## src/rtl/uart_pkg.sv

```systemverilog
// Shared UART definitions: parity selectors, receiver/transmitter state encoding
// and the bit-timer counter width helper.
package uart_pkg;

    localparam int PAR_NONE = 0;
    localparam int PAR_EVEN = 1;
    localparam int PAR_ODD  = 2;

    typedef enum logic [2:0] {
        IDLE   = 3'd0,
        START  = 3'd1,
        DATA   = 3'd2,
        PARITY = 3'd3,
        STOP   = 3'd4,
        DONE   = 3'd5
    } uart_state_e;

    function automatic int cnt_width(input int cpb);
        return (cpb < 2) ? 1 : $clog2(cpb);
    endfunction

endpackage

```

## src/rtl/uart_baud_tick.sv

```systemverilog
// Bit timer: counts 0..clk_per_bit-1 and wraps; restart holds/forces the count to 0.
// mid_tick fires at clk_per_bit/2, end_tick on the last count of the bit.
module uart_baud_tick
    import uart_pkg::*;
#(
    parameter int clk_per_bit = 87
) (
    input  logic clk,
    input  logic reset,
    input  logic restart,
    output logic mid_tick,
    output logic end_tick
);

    localparam int CW = cnt_width(clk_per_bit);
    localparam logic [CW-1:0] MID_CNT = CW'(clk_per_bit / 2);
    localparam logic [CW-1:0] END_CNT = CW'(clk_per_bit - 1);

    logic [CW-1:0] clk_cnt_q;
    logic [CW-1:0] clk_cnt_d;

    assign mid_tick = (clk_cnt_q == MID_CNT);
    assign end_tick = (clk_cnt_q == END_CNT);

    always_comb begin
        clk_cnt_d = clk_cnt_q + 1'b1;
        if (restart || end_tick) begin
            clk_cnt_d = '0;
        end
    end

    always_ff @(posedge clk) begin
        if (!reset) begin
            clk_cnt_q <= '0;
        end else begin
            clk_cnt_q <= clk_cnt_d;
        end
    end

endmodule

```

## src/rtl/uart_rx_cfg.sv

```systemverilog
// Configurable UART receiver; frame is presented 2 cycles after the last stop sample
// and held with receive_sig until data_ack; a frame arriving while still held is dropped (overrun).
module uart_rx_cfg
    import uart_pkg::*;
#(
    parameter int clk_per_bit = 87,
    parameter int data_bits   = 8,
    parameter int parity_mode = 0,
    parameter int stop_bits   = 1
) (
    input  logic                 clk,
    input  logic                 reset,
    input  logic                 rx_data,
    output logic [data_bits-1:0] data,
    output logic                 receive_sig,
    input  logic                 data_ack,
    output logic                 parity_err,
    output logic                 frame_err,
    output logic                 overrun,
    output logic                 rx_busy
);

    localparam logic [3:0] BIT_LAST  = 4'(data_bits - 1);
    localparam logic       STOP_LAST = (stop_bits == 2);

    logic [1:0]           sync_q;
    logic                 rx_s;
    uart_state_e          state_q, state_d;
    logic [data_bits-1:0] shreg_q, shreg_d;
    logic [3:0]           bit_idx_q, bit_idx_d;
    logic                 stop_cnt_q, stop_cnt_d;
    logic                 perr_q, perr_d;
    logic                 ferr_q, ferr_d;
    logic [data_bits-1:0] data_q, data_d;
    logic                 recv_q, recv_d;
    logic                 parity_err_q, parity_err_d;
    logic                 frame_err_q, frame_err_d;
    logic                 overrun_q, overrun_d;
    logic                 restart;
    logic                 mid_tick;
    logic                 end_tick;
    logic                 par_exp;

    assign rx_s    = sync_q[1];
    assign par_exp = (parity_mode == PAR_ODD) ? ~(^shreg_q) : (^shreg_q);

    uart_baud_tick #(
        .clk_per_bit(clk_per_bit)
    ) u_baud (
        .clk     (clk),
        .reset   (reset),
        .restart (restart),
        .mid_tick(mid_tick),
        .end_tick(end_tick)
    );

    // Re-centring the timer at the start-bit midpoint makes every later end_tick land mid-bit.
    always_comb begin
        state_d    = state_q;
        shreg_d    = shreg_q;
        bit_idx_d  = bit_idx_q;
        stop_cnt_d = stop_cnt_q;
        perr_d     = perr_q;
        ferr_d     = ferr_q;
        restart    = 1'b0;
        case (state_q)
            IDLE: begin
                restart = 1'b1;
                if (!rx_s) begin
                    state_d    = START;
                    bit_idx_d  = '0;
                    stop_cnt_d = 1'b0;
                    perr_d     = 1'b0;
                    ferr_d     = 1'b0;
                end
            end
            START: begin
                if (mid_tick) begin
                    if (rx_s) begin
                        state_d = IDLE;
                    end else begin
                        restart = 1'b1;
                        state_d = DATA;
                    end
                end
            end
            DATA: begin
                if (end_tick) begin
                    // LSB arrives first, so after data_bits shifts bit i holds the i-th bit.
                    shreg_d = {rx_s, shreg_q[data_bits-1:1]};
                    if (bit_idx_q == BIT_LAST) begin
                        state_d = (parity_mode != PAR_NONE) ? PARITY : STOP;
                    end else begin
                        bit_idx_d = bit_idx_q + 1'b1;
                    end
                end
            end
            PARITY: begin
                if (end_tick) begin
                    if (rx_s != par_exp) begin
                        perr_d = 1'b1;
                    end
                    state_d = STOP;
                end
            end
            STOP: begin
                if (end_tick) begin
                    if (!rx_s) begin
                        ferr_d = 1'b1;
                    end
                    if (stop_cnt_q == STOP_LAST) begin
                        state_d = DONE;
                    end else begin
                        stop_cnt_d = 1'b1;
                    end
                end
            end
            DONE:    state_d = IDLE;
            default: state_d = IDLE;
        endcase
    end

    always_comb begin
        data_d       = data_q;
        recv_d       = recv_q;
        parity_err_d = parity_err_q;
        frame_err_d  = frame_err_q;
        overrun_d    = overrun_q;
        if (state_q == DONE) begin
            if (!recv_q || data_ack) begin
                data_d       = shreg_q;
                parity_err_d = perr_q;
                frame_err_d  = ferr_q;
                overrun_d    = 1'b0;
                recv_d       = 1'b1;
            end else begin
                overrun_d = 1'b1;
            end
        end else if (data_ack && recv_q) begin
            recv_d       = 1'b0;
            parity_err_d = 1'b0;
            frame_err_d  = 1'b0;
            overrun_d    = 1'b0;
        end
    end

    always_ff @(posedge clk) begin
        if (!reset) begin
            sync_q       <= 2'b11;
            state_q      <= IDLE;
            shreg_q      <= '0;
            bit_idx_q    <= '0;
            stop_cnt_q   <= 1'b0;
            perr_q       <= 1'b0;
            ferr_q       <= 1'b0;
            data_q       <= '0;
            recv_q       <= 1'b0;
            parity_err_q <= 1'b0;
            frame_err_q  <= 1'b0;
            overrun_q    <= 1'b0;
        end else begin
            sync_q       <= {sync_q[0], rx_data};
            state_q      <= state_d;
            shreg_q      <= shreg_d;
            bit_idx_q    <= bit_idx_d;
            stop_cnt_q   <= stop_cnt_d;
            perr_q       <= perr_d;
            ferr_q       <= ferr_d;
            data_q       <= data_d;
            recv_q       <= recv_d;
            parity_err_q <= parity_err_d;
            frame_err_q  <= frame_err_d;
            overrun_q    <= overrun_d;
        end
    end

    assign data        = data_q;
    assign receive_sig = recv_q;
    assign parity_err  = parity_err_q;
    assign frame_err   = frame_err_q;
    assign overrun     = overrun_q;
    assign rx_busy     = (state_q != IDLE);

endmodule

```

## config.mk

```make
export PLATFORM = sky130hd
export DESIGN_NAME = uart_rx_cfg
export DESIGN_NICKNAME = d
export VERILOG_FILES = /design/src/rtl/uart_pkg.sv /design/src/rtl/uart_baud_tick.sv /design/src/rtl/uart_rx_cfg.sv
export SDC_FILE = /design/constraint.sdc
export NUM_CORES = 1
export LEC_CHECK = 0
export BUFFER_PORTS_ARGS = -buffer_cell sky130_fd_sc_hd__buf_4
export CAP_MARGIN = 30
export CORE_ASPECT_RATIO = 1.5
export CORE_MARGIN = 2
export CORE_UTILIZATION = 40
export DETAILED_ROUTE_END_ITERATION = 12
export GPL_ROUTABILITY_DRIVEN = 1
export GPL_TIMING_DRIVEN = 1
export PLACE_DENSITY = 0.56
export SKIP_LAST_GASP = 1
export SYNTH_ARGS = -nofsm -noshare
export SYNTH_HDL_FRONTEND = slang
export SYNTH_SLANG_ARGS = --single-unit
```

## constraint.sdc

```tcl
create_clock -name clk -period 2.9 [get_ports clk]
set_clock_uncertainty 0.2 [all_clocks]
set_input_delay 0.58 -clock clk [delete_from_list [all_inputs] [get_ports clk]]
set_output_delay 0.58 -clock clk [all_outputs]
set_load 0.005 [all_outputs]
```

== After elaboration in Yosys (flattened, before gate mapping) ==
Index checks and enable logic that the tools add are counted.
Operators by class
  add/sub/neg operators: 2
  multipliers: 0
  divide/modulo/power cells: 0
  $lt $le $gt $ge: 0
  equal/unequal tests: 20
  shifts and indexed selects: 0
  muxes and demuxes: 35
  bitwise operators: 1
  reductions and logical operators: 20
Operators with widths (count)
  two-way mux 3 bit: 7
  two-way mux 1 bit: 18
  case mux 3 bit (5 select lines): 1
  inequality test 2 bit (second input constant): 7
  two-way mux 4 bit: 3
  AND reduction 4 bit: 3
  inequality test 2 x 1 -> 1 bit (second input constant): 4
  case mux 1 bit (2 select lines): 4
  case mux 4 bit (2 select lines): 1
  nonzero test 2 bit: 4
  parity 8 bit: 1
  adder 7 x 1 -> 7 bit (second input constant): 1
  equality test 7 x 6 -> 1 bit (second input constant): 1
  equality test 7 bit (second input constant): 1
  AND reduction 7 bit: 1
  equality test 3 x 2 -> 1 bit (second input constant): 2
  equality test 3 bit (second input constant): 2
  AND reduction 2 bit: 3
  adder 4 x 1 -> 4 bit (second input constant): 1
  equality test 4 x 3 -> 1 bit (second input constant): 1
  equality test 3 x 1 -> 1 bit (second input constant): 1
  logical NOT 3 bit: 1
  AND reduction 3 bit: 1
  nonzero test 3 bit: 1
  7 further kinds: 8
Word-level totals
  register bits: 39
  bits in latches: 0
  memory bits (writable): 0
  memory bits (read-only): 0
  output and inout bits: 13
  word-level logic and storage cells: 91
  memories kept: 0

== Longest topological paths before layout ==
  depth after elaboration: 5
  mapped depth: 7
  depth with buffers taken out: 7

== By module ==
From an unflattened synthesis, not the netlist that was laid out.
Unflattened totals
  cell total of the unflattened synthesis: 191
  area, all modules: 1736.7 um2
By module, submodules not included
  uart_rx_cfg: instances 1, cells an instance 157, area an instance 1427.6 um2, seq. area each 620.6 um2
  uart_baud_tick: instances 1, cells an instance 34, area an instance 309.0 um2, seq. area each 140.1 um2

== Least setup slack after synthesis ==
OpenSTA, ideal clock, no wires.
  path kind: reg2reg
  start point: register u_baud.clk_cnt_q[0]
  end point: register state_q[0]
  arrival time: 1551 ps
  required time: 2585 ps
  path slack: 1035 ps
  cell stages (with the launch flop): 8
  path buffers: 0
  cell sequence: dfxtp_1 inv_1 ha_1 nand2_1 or4_4 and2_0 o31a_1 o21a_1
On the way
  longest elaborated chain between the ends: 3
Ends and longest elaborated chain
  start, declared: line uart_baud_tick.sv:19  | logic [CW-1:0] clk_cnt_q;
  start signal, assigned: line uart_baud_tick.sv:36  | clk_cnt_q <= clk_cnt_d;
  equality test 7 bit or equality test 7 x 6 -> 1 bit (tied branches): line uart_baud_tick.sv:23, uart_baud_tick.sv:22
  inequality test 2 x 1 -> 1 bit (no source line) or inequality test 2 bit (tied branches)
  AND reduction 7 bit (no source line) *
  end signal, assigned: line uart_rx_cfg.sv:163  | state_q <= state_d;
  end, declared: line uart_rx_cfg.sv:28  | uart_state_e state_q, state_d;
Every way passes the cells marked *; elsewhere a longest branch is shown, timed or not.
A chain may end at the register's enable or synchronous reset.

== Worst setup path in the final report ==
  start point: register state_q[0]
  end point: output rx_busy
On the way
  longest elaborated chain between the ends: 1
Ends and longest elaborated chain
  nonzero test 3 bit: line uart_rx_cfg.sv:182  | assign rx_busy = (state_q != IDLE);
  end, declared: line uart_rx_cfg.sv:20  | output logic rx_busy
No other way between the ends.

==> impl_metrics.tcl <==
set metrics [dict create \
    synth_nets 180 \
    slowest_delay_ps 420 \
    mostFrequentLayoutCells "dfxtp_1, nor2b_1, buf_4" \
    die_x_um 57 \
    min_period_over_period_pct 70.8 \
    grt_max_degree 34 \
    grt_pass1_vias 1246 \
    overflow 0 \
    drt-total-wl_um 3200 \
    dr.pass1.iters 4 \
    tritoncts "done" \
    final_nets 199 \
    dieArea_um2 4760 \
    relSlewSlack_pct 68.4 \
    drive_gt1_share_pct 16.2 \
    yosysTopAreaCell "dfxtp_1" \
    row_count 28 \
    cts.repair.resized 0 \
    ys.flop_type "dfxtp_1" \
    ir_worst_vdd_mv 0.264 \
    core_area_um2 3990 \
    synth-seq-cells 38 \
    status "finished, final reports clean" \
    avgSynthCellArea_um2 9.74 \
    synth.top_cell.area_share_pct 45.1 \
    crit_slowest_cell "dfxtp_1" \
    start_kind "register" \
    drc 0 \
    die_y_um 83.5 \
    crit_family "flip-flops" \
    fin_tns_setup_ps 0 \
    worst_pin_slew_ps 472 \
    yosysSeqAreaShare_pct 45.1 \
    critPathBufInv 1 \
    synthArstFlopShare_pct 0 \
    cts-htree-levels 2 \
    crit_path_end_kind "primary output" \
    period_needed_ps 2050 \
    n_fill_cell 399 \
    clk_pin_slew_ps 70 \
    antenna_cells 0 \
    maxCapViolations 0 \
    cp.depth 2 \
    report.final.slew_viol_count 0 \
    antenna_left 0 \
    cts_buffers 5 \
    holdWs_ps 232 \
    initial_utilization_pct 42.2 \
    syn_to_final_growth_pct 14.6 \
    dpl.hpwl_um 2370 \
    p_leak_nw 0.727 \
    vias 1258 \
    synth.cell_area_um2 1690 \
    hold_buffers 0 \
    cts.sinks 38 \
    antenna_found_initial 0 \
    r2r_cells 7 \
    utilization_pct 48.4 \
    synth_cell_types 41 \
    cts_setup_buffers 0 \
    avgViaCountPerCell 5.33 \
    path_cells "or3_1, buf_4" \
    synthCells 173 \
    crit_type "reg -> out" \
    min_path_type "reg -> reg" \
    synthTopCellsByArea "dfxtp_1, mux2i_1, nor2b_1, xnor2_1, nor2_1" \
    grt_pass1_wl_um 5640 \
    min_delay_path_depth 1 \
    synth_edf_count 0 \
    rsz0062_at_grt "no" \
    first_iter_violations 32 \
    finalHoldViolCount 0 \
    place.gp.congestion 0.791 \
    arrival_ps 1270 \
    cts_root_buf "clkbuf_8" \
    final_common_cell "dfxtp_1" \
    port_buffers 16 \
    setup_viol 0 \
    max_freq_mhz 487 \
    powerDensity_nw_per_um2 469 \
    clk_latency_ps 280 \
    clockBufferDepth 2 \
    grt.total_usage_pct 14.9 \
    critPathMaxFanout 12 \
    ys_warn_count 0 \
    num_io_pins 17 \
    cp.required_ps 2120 \
    post_drt_wl_per_cell_um 13.6 \
]
==> power breakdown <==
group	internal [mW]	total (mW)	switching (mW)
Clock	0.183	0.352	0.169
Sequential	0.524	0.528	0.00368
Combinational	0.0136	0.0260	0.0124
==> cell families (layout without fill, tap and decap cells) <==
| kind of cell | Yosys count | in the layout | share of synthesized area (%) |
|---|---|---|---|
| simple gates | 75 | 75 | 26.1 |
| flops | 38 | 38 | 45.1 |
| buf+inv | 7 | 25 | 1.86 |
| xor+xnor | 13 | 13 | 6.76 |
| mux | 15 | 15 | 8.91 |
| compound gates | 22 | 22 | 8.98 |
| fa+ha+maj | 3 | 3 | 2.23 |
==> registers in the layout, summed over array words and instances (netlist names) <==
name / cells
bit_idx_q: 4
data: 8
ferr_q: 1
frame_err: 1
overrun: 1
parity_err: 1
perr_q: 1
receive_sig: 1
shreg_q: 8
state_q: 3
sync_q: 2
u_baud.clk_cnt_q: 7
==> stage by stage <==
step / instance area [µm²] / total power, mW / worst slack [ps] / instances
after floorplan: 1690 / 0.558 / 1030 / 173
after detailed placement: 1850 / 0.566 / 927 / 230
final: 1930 / 0.906 / 846 / 236
after CTS: 1930 / 0.918 / 846 / 236
after global routing: 1930 / 0.940 / 753 / 236
after global placement: 1850 / 0.566 / 950 / 230
==> synthesized netlist by cell type (2+ instances only) <==
cell and count:
a21oi_1 5, a21boi_0 4, nand3b_1 3, mux2i_1 15, nand2_1 9, nor3_1 3, o21ai_0 4, nand2b_1 4
a22oi_1 2, nor2b_1 22, nand3_1 6, xnor2_1 10, ha_1 3, nor2_1 13, dfxtp_1 38, and2_1 2
xor2_1 3, clkbuf_1 4
==> cell type report <==
type,count,area [µm²],share of cell area (%)
inverter,1,3.75,0.194
multi-input combinational,128,893,46.2
sequential,38,761,39.4
clock buffer,6,82.6,4.27
timing repair buffer,18,135,6.99
tap,45,56.3,2.91
==> layer usage <==
metal / part of all wire (%) / global-route usage, %
met2: 54 / 26.4
met4: 2.6 / 6.77
met5: 0 / 0
met1: 40 / 15.8
met3: 3.4 / 4.03
==> final timing paths <==
kind / from / end / slack [ps]
min reg2reg: sync_q[0] / sync_q[1] / 230
min: sync_q[0] / sync_q[1] / 230
max: state_q[0] / rx_busy / 850
max reg2reg: u_baud.clk_cnt_q[0] / state_q[0] / 920
(Power assumes the default switching activity.)
